## src/rtl/rcn_ring_port.sv

```systemverilog
// Ring network port: removes packets addressed to this node or orphaned after a full lap,
// injects local transmit packets into free slots, and flags injection starvation.
module rcn_ring_port #(
    parameter logic [5:0] NODE_ID      = 6'd0,
    parameter logic [7:0] STARVE_LIMIT = 8'd15
) (
    input  logic        clk,
    input  logic        rst_n,
    input  logic [68:0] ring_in,
    output logic [68:0] ring_out,
    input  logic [68:0] tx_data,
    input  logic        tx_empty,
    output logic        tx_pop,
    output logic [68:0] rx_data,
    output logic        rx_push,
    input  logic        rx_full,
    output logic        starved,
    output logic [7:0]  orphan_cnt
);

    // A limit of zero is treated as one so the starvation threshold stays reachable.
    localparam logic [7:0] LIMIT = (STARVE_LIMIT == 8'd0) ? 8'd1 : STARVE_LIMIT;

    typedef enum logic [1:0] {IDLE, WAIT, STARVED} state_t;

    state_t     state;
    logic [7:0] blk;
    logic [7:0] blk_inc;
    logic       match;
    logic       orphan;
    logic       slot_free;
    logic       blocked;

    assign match     = ring_in[68] && (ring_in[66:61] == NODE_ID);
    assign orphan    = ring_in[68] && !match && (ring_in[60:55] == NODE_ID);
    assign rx_push   = rst_n && match && !rx_full;
    assign rx_data   = ring_in;
    assign slot_free = !ring_in[68] || rx_push || orphan;
    assign blocked   = !slot_free;
    assign tx_pop    = rst_n && slot_free && !tx_empty && tx_data[68];
    assign blk_inc   = (blk >= LIMIT) ? LIMIT : blk + 8'd1;

    always_ff @(posedge clk or negedge rst_n) begin
        if (!rst_n) begin
            ring_out   <= '0;
            orphan_cnt <= '0;
            state      <= IDLE;
            blk        <= '0;
            starved    <= 1'b0;
        end else begin
            ring_out <= tx_pop ? tx_data : (slot_free ? '0 : ring_in);
            if (orphan && orphan_cnt != 8'hFF)
                orphan_cnt <= orphan_cnt + 8'd1;

            case (state)
                IDLE: begin
                    if (!tx_empty && blocked) begin
                        blk <= 8'd1;
                        if (LIMIT == 8'd1) begin
                            state   <= STARVED;
                            starved <= 1'b1;
                        end else begin
                            state <= WAIT;
                        end
                    end else begin
                        blk <= '0;
                    end
                end
                WAIT: begin
                    if (tx_pop || tx_empty) begin
                        state <= IDLE;
                        blk   <= '0;
                    end else begin
                        blk <= blk_inc;
                        // blk holds the blocked cycles already seen, so this is the LIMIT-th one
                        if (blocked && blk >= LIMIT - 8'd1) begin
                            state   <= STARVED;
                            starved <= 1'b1;
                        end
                    end
                end
                STARVED: begin
                    if (tx_pop || tx_empty) begin
                        state   <= IDLE;
                        blk     <= '0;
                        starved <= 1'b0;
                    end else begin
                        blk <= blk_inc;
                    end
                end
                default: begin
                    state   <= IDLE;
                    blk     <= '0;
                    starved <= 1'b0;
                end
            endcase
        end
    end

endmodule

```

## config.mk

```make
export PLATFORM = sky130hd
export DESIGN_NAME = rcn_ring_port
export DESIGN_NICKNAME = d
export VERILOG_FILES = /design/src/rtl/rcn_ring_port.sv
export SDC_FILE = /design/constraint.sdc
export NUM_CORES = 1
export LEC_CHECK = 0
export BUFFER_PORTS_ARGS = -buffer_cell sky130_fd_sc_hd__buf_4
export CORE_AREA = 4 4 112 114
export DETAILED_ROUTE_END_ITERATION = 10
export DIE_AREA = 0 0 116 118
export GPL_TIMING_DRIVEN = 0
export PLACE_DENSITY = 0.7
export SLEW_MARGIN = 15
export SYNTH_ARGS = -nofsm -noshare
export SYNTH_HDL_FRONTEND = slang
export SYNTH_SLANG_ARGS = --single-unit
```

## constraint.sdc

```tcl
create_clock -name clk -period 2.9 [get_ports clk]
set_input_delay 0.435 -clock clk [delete_from_list [all_inputs] [get_ports clk]]
set_output_delay 0.435 -clock clk [all_outputs]
set_load 0.01 [all_outputs]
```

# Word-level counts from Yosys, hierarchy flattened

Cells that the tools add are included.

Mux-type cells: 15
$add $sub $neg: 2
Order comparisons: 2
Reductions and logical operators: 25
Bitwise gates (word level): 1
Equal/unequal tests: 8

Operators by type and width:

| kind                | count |
|---|---|
| $mux 69             | 2 |
| $add 8x1->8 const B | 2 |
| $ge 8x4->1 const B  | 2 |
| $mux 8              | 2 |
| $pmux 8 s2          | 1 |
| $logic_not 6->1     | 2 |
| $logic_and 1x1->1   | 11 |
| $mux 2              | 4 |
| $ne 2x2->1 const B  | 4 |
| $ne 8x8->1 const B  | 1 |
| $pmux 2 s3          | 1 |
| $logic_not 1->1     | 5 |
| $mux 1              | 4 |
| $reduce_and 4->1    | 1 |
| $logic_or 1x1->1    | 3 |
| $ne 3x3->1 const B  | 1 |
| $pmux 1 s3          | 1 |
| $reduce_and 3->1    | 1 |
| $eq 2x1->1 const B  | 1 |
| $eq 2x2->1 const B  | 1 |
| $logic_not 2->1     | 1 |
| $reduce_or 2->1     | 1 |
| $not 1->1           | 1 |

Bits in registers: 88
Bits of input ports: 142

# Depth between registers and ports, before layout

Gate-level depths: netlist of run 1.

Depth after elaboration: 12
Depth in mapped cells: 8
Depth with buffers taken out: 7

# Worst setup path before layout of run 1

OpenSTA, ideal clock, no wires.

Path kind: input -> output
Start point: input ring_in[58]
End point: output tx_pop
Required time: 2.465 ns
Stages: 7
Setup slack: 0.461 ns
Arrival time: 2.004 ns
Path through: or4b_1 -> a211o_1 -> and3_4 -> buf_6 -> buf_6 -> buf_6 -> nor2_1

Longest elaborated chain between the ends: 6

Ends and longest elaborated chain:

| element                         | RTL line | RTL |
|---|---|---|
| start: declaration              | 9        | `input logic [68:0] ring_in,` |
| $logic_not 6->1                 | 35       | `assign orphan = ring_in[68] && !match && (ring_in[60:55] == NODE_ID);` |
| $logic_and 1x1->1               | 35       |  |
| $logic_or 1x1->1                | 38       | `assign slot_free = !ring_in[68] \|\| rx_push \|\| orphan;` |
| $logic_and 1x1->1 (3 in series) | 40       | `assign tx_pop = rst_n && slot_free && !tx_empty && tx_data[68];` |
| end: declaration                | 13       | `output logic tx_pop,` |

Every way passes these cells.

# Final worst setup path of run 1

Ends and elaborated chain as after synthesis.

==> metrics.cfg, run 1 <==
[cells_and_area]
instances_no_fill=909
postLayoutCellArea_um2=6900
diodes=0
post-route-util=0.604
nFillCells=1035
final_layout_size_suffix_gt1_frac=0.504
syn_to_final_growth_pct=62.3
fin_nets=911

[floorplanning]
coreArea_um2=11400
rows=39
die_area_um2=13700
io_pins=291
start_util=0.372
dieHeight_um=118
die_w_um=116

[power_and_ir_drop]
seqPwrFrac=0.421
switching_power_uw=927
swShare=0.277
pwr-share-clk=0.321
max-vdd-ir-drop_mv=0.252
power_leakage_uw=0.00359
p_int_uw=2420
p_comb_frac=0.258
power_density_nw_per_um2=485

[logic_synthesis]
synthCells=458
avgSynthCellArea_um2=9.28
yosys.area.top_type=dfrtp_1
netlist_area_um2=4250
synthDistinctLibCells=32
ys_seq_area_frac=0.518
ys.warnings.count=0
yosysTopAreaCellShare=0.518
synth_seq_cells=88
yosys-top-cells-area=dfrtp_1 52%, nand2_1 12%, buf_4 12%, o21ai_1 8.1%, buf_6 2.4%

[routing]
wl_um=14600
vias=4164
drt_pre_antenna_iters=4
ant_nets=0
routedWlPerCell_um=16.1
drtIter0Drc=195
vias_per_cell=4.58
drc=0

[place]
pre_cts_ws_ns=-0.445
place_area_um2=6620
dp_hpwl_um=11800
gp_congestion=0.823
port_buffers=290
dp.cells=894

[setup_path]
crit_type=in -> out
r2r_cells=4
critPathMaxFanout=10
r2r_start=orphan_cnt[3]$_DFFE_PN0P_
startpoint_type=primary input
end_kind=output port
cp.arrival_ns=2.31
worstPathRequired_ns=2.47
ff2ff_setup_slack_ns=1.18
worstReg2RegEnd=orphan_cnt[1]$_DFFE_PN0P_

[cts]
clock_path_buffers=2
cts_setup_buffers=0
cts_tree=built
numCtsBuffers=9
h-tree-depth=3
path_clk_slew_ns=0.06
clock_sinks=88
root_buffer=clkbuf_16
insertion_delay_ns=0.33

[grt]
grt_pass1_vias=4241
antenna_found_initial=0
grt_overflow_total=0
grt_pass1_wl_um=22200
grt_usage=0.207
grt_max_degree=93

[timing]
slew_violations=0
tns_ns=0
setup_slack_ns=0.157
max_freq_ghz=0.365
final.period_utilization=0.946
setup_violations=0
tightest_slew_ns=0.680
report.final.hold_viol_count=0
fin_crit_ns=2.74
relSlewSlack=0.547
grt_setup_unrepaired=false
fin_skew_ns=0.00237

[job]
drv_cap=0

[hold_path]
hold_class=in -> async

[status]
status=complete, no violations

critical path, stage by stage:
cell and delay (ns):
buf_4 0.13, or4b_1 0.51, a211o_1 0.33, and3_4 0.21, buf_6 0.14, buf_6 0.16, buf_6 0.15, nor2_1 0.10
buf_4 0.14
power by group through the flow:
stage	logic, uW	registers (uW)	clock network, uW
CTS	873	1410	1100
detailed placement	868	1430	0
global route	947	1420	1150
finish	862	1410	1070
floorplan	363	1450	0
global placement	845	1420	0
worst max-delay path by stage:
stage	end	depth (start not counted)	slack [ns]	start
after floorplan	tx_pop	7	0.46	ring_in[58]
after global placement	ring_out[52]$_DFF_PN0_	7	-0.41	rst_n
after detailed placement	ring_out[62]$_DFF_PN0_	7	-0.44	rst_n
after CTS	tx_pop	8	0.12	rst_n
after global routing	ring_out[58]$_DFF_PN0_	7	0.04	rst_n
final	tx_pop	9	0.16	ring_in[58]
state kept, by name, summed over array words and instances (netlist names):
register / count
ring_out: 69
state: 2
blk: 8
starved: 1
orphan_cnt: 8
cells in the final DEF (no fill, tap or decap), drive strengths merged:
master	count
nor4	3
o21ai	69
a21oi	4
and3	3
xnor2	7
xor2	2
and2	1
or3	1
clkbuf	26
inv	8
conb	4
or4b	1
nand2b	1
nor2	6
o221ai	2
clkinv	2
clkinvlp	1
nand4	5
a31oi	4
a41oi	1
dfrtp	88
nand3	3
ha	7
nand4b	1
mux2	1
a22oi	1
nand2	139
o211ai	4
buf	368
a211o	2
a2bb2oi	1
kinds of logic after synthesis:
group	Yosys count	share of synthesized area
DFF	88	0.518
adders and majority gates	7	0.0206
xor gates and xnor gates	9	0.0186
muxes	1	0.00265
buffers and inverters	100	0.165
AOI/OAI and AO/OA	88	0.116
other	1	0.000883
and+or+nand+nor	164	0.158
synthesized netlist by cell type:
master       n
a211o_1      2
a21oi_1      4
a22oi_1      1
a2bb2oi_2    1
a31oi_1      3
a31oi_2      1
a41oi_1      1
and2_1       1
and3_1       2
and3_4       1
buf_4       69
buf_6        9
clkbuf_1    14
conb_1       1
dfrtp_1     88
ha_1         7
inv_1        8
mux2_2       1
nand2_1    139
nand2b_1     1
nand3_1      3
nand4_1      5
nand4b_1     1
nor2_1       6
nor4_1       3
o211ai_1     4
o21ai_1     69
o221ai_1     2
or3_1        1
or4b_1       1
xnor2_1      7
xor2_1       2
metal layers:
layer  vias to the layer above  GRT usage  wire length (um)
li1                       2026          -                 -
met1                      1920      0.234              5320
met2                       188      0.372              7640
met3                        30     0.0478              1260
met4                         0     0.0783               401
met5                         -          0                 0
stage by stage:
stage / hold slack [ns] / power, uW
after CTS: 0.218 / 3380
after global routing: 0.172 / 3520
after floorplan: 0.139 / 1820
final: 0.112 / 3340
after detailed placement: 0.489 / 2300
after global placement: 0.481 / 2270
cell type report:
cell class	count	area, um^2	area share
Clock buffer	12	256	0.0372
Buffer	92	672	0.0974
Clock inverter	3	17.5	0.00254
Timing Repair Buffer	290	2180	0.317
Tap cell	143	179	0.0259
Sequential cell	88	2200	0.319
Multi-Input combinational cell	273	1360	0.197
Inverter	8	30.0	0.00435
timing repair:
item,4_1_cts,5_1_grt
hold buffers,0,0
setup endpoints to repair,21,21
gates resized for setup,1,2
Note: power is estimated with default switching activity, not from simulation.
==> inputs of run 2 (changes only) <==
- GPL_TIMING_DRIVEN: 0 -> unset
==> run 2 against run 1 <==
  * Final area is 8.4% lower
  * Utilization is 5.1 points lower
  * Global-route usage is 2.3 points lower
  * Register-to-register slack got worse by 0.05 ns
  * Cell count decreased by 9.4%
  * Clock power up 7%
  * First-iteration DRC count fell by 25%
  * Critical path type unchanged
==> metrics.cfg, run 2 (synthesis gave the netlist of run 1 again) <==
[cells_and_area]
final_cell_mix=295 x buf_4, 139 x nand2_1, 88 x dfrtp_1
largest_reg_flops=69
syn_to_final_growth_pct=48.7
top_regs=ring_out (69), blk (8), orphan_cnt (8)
diodes=0
nFillCells=1015
top_register=ring_out
fin_nets=825
instances_no_fill=824
final_layout_size_suffix_gt1_frac=0.465
layout_commonest_cell=buf_4

[grt]
grt_pass1_wl_um=19800
grt_pass1_vias=3945
grt_overflow_total=0
grt_usage=0.184
grt_max_degree=63
antenna_found_initial=0

[floorplanning]
start_util=0.372
rows=39
die_area_um2=13700
die_w_um=116
dieHeight_um=118
coreArea_um2=11400
io_pins=291

[setup_path]
worstReg2RegEnd=state[0]$_DFFE_PN0P_
crit_buf_inv=2
worstPathRequired_ns=2.47
startpoint_type=primary input
cp.arrival_ns=1.90
r2r_cells=7
crit_type=in -> out
ff2ff_setup_slack_ns=1.13
critPathMaxFanout=7
r2r_start=blk[0]$_DFF_PN0_
crit_family=simple AND/OR/NAND/NOR gates
slowest_delay_ns=0.53
end_kind=output port
crit_chain=buf_4 -> or4b_1 -> a211o_1 -> and3_4 -> nor2_1 -> buf_4
cp_slowest_cell=or4b_1
crit_top_cell=buf_4

[cts]
hold_buffers=0
cts_tree=built
clock_path_buffers=2
numCtsBuffers=9
insertion_delay_ns=0.32
h-tree-depth=3
path_clk_slew_ns=0.06
clock_sinks=88
cts_resized=0
root_buffer=clkbuf_16
cts_setup_buffers=0

[routing]
vias=3837
ant_nets=0
routedWlPerCell_um=15.7
vias_per_cell=4.66
drt_pre_antenna_iters=4
drtIter0Drc=146
drc=0
wl_um=12900

[place]
gp_congestion=0.797
dp.cells=808
dp_hpwl_um=10400
pre_cts_ws_ns=0.452
port_buffers=290

[power_and_ir_drop]
switching_power_uw=900
p_int_uw=2440
swShare=0.269
p_comb_frac=0.232
pwr-share-clk=0.345
max-vdd-ir-drop_mv=0.351
seqPwrFrac=0.423
power_density_nw_per_um2=529
power_leakage_uw=0.00323

[timing]
timing.hold.ws_ns=0.0447
setup_slack_ns=0.567
grt_setup_unrepaired=false
slew_violations=0
final.period_utilization=0.805
report.final.hold_viol_count=0
tns_ns=0
relSlewSlack=0.618
fin_crit_ns=2.33
fin_skew_ns=0.00451
tightest_slew_ns=0.567
setup_violations=0
max_freq_ghz=0.429

[status]
status=complete, no violations

[hold_path]
hold_class=in -> async

[job]
drv_cap=0

[run 2: cell types whose count changed in the layout (fill, tap and decap cells not counted)]
cell        delta
buf_8          -1
buf_6          -9
bufinv_16      +1
buf_12         +1
clkinvlp_4     +1
buf_4         -63
nor2_1         -1
nor2_4         +1
clkbuf_1      -15
[run 2: final cells by class]
type	count	area (um^2)	share of cell area
tap	143	179	0.0283
timing repair buffer	296	2230	0.354
clock buffer	11	253	0.0400
clock inverter	5	55.1	0.00871
inverter	8	30.0	0.00475
multi-input combinational	273	1360	0.216
sequential	88	2200	0.349
[run 2: worst max path at each step]
stage                            from                   end  depth (start not counted)
after CTS                 ring_in[58]                tx_pop                          6
final                     ring_in[58]                tx_pop                          6
after global routing      ring_in[61]                tx_pop                          6
after detailed placement  ring_in[58]  state[0]$_DFFE_PN0P_                          7
after floorplan           ring_in[58]                tx_pop                          7
after global placement    ring_in[58]  state[0]$_DFFE_PN0P_                          7
[run 2: worst register-to-register path, cell delays in order, from the launching register on]
cell and delay (ns):
dfrtp_1 0.40, inv_1 0.06, ha_1 0.20, o211ai_1 0.17, nand2_1 0.13, a41oi_1 0.32, o221ai_1 0.21, a22oi_1 0.21
[run 2: power groups by stage]
stage | Clock [uW] | Combinational [uW] | Sequential [uW]
finish | 1150 | 777 | 1410
global route | 1250 | 854 | 1420
CTS | 1190 | 787 | 1410
detailed placement | 0 | 781 | 1430
global placement | 0 | 759 | 1420
floorplan | 0 | 363 | 1450
[run 2: per-stage QoR]
stage                     power (uW)  instance area, um^2  utilization
after floorplan                 1820                 4260            -
after CTS                       3390                 6320        0.553
final                           3340                 6320        0.553
after detailed placement        2210                 6010        0.526
after global routing            3530                 6320        0.553
after global placement          2180                 6010        0.526
[run 2: layer usage]
| layer | global-route usage | wire, um | vias to the layer above |
|---|---|---|---|
| li1 | - | - | 1859 |
| met1 | 0.192 | 4450 | 1774 |
| met2 | 0.350 | 7070 | 186 |
| met3 | 0.0499 | 1200 | 18 |
| met4 | 0.0537 | 182 | 0 |
| met5 | 0 | 0 | - |
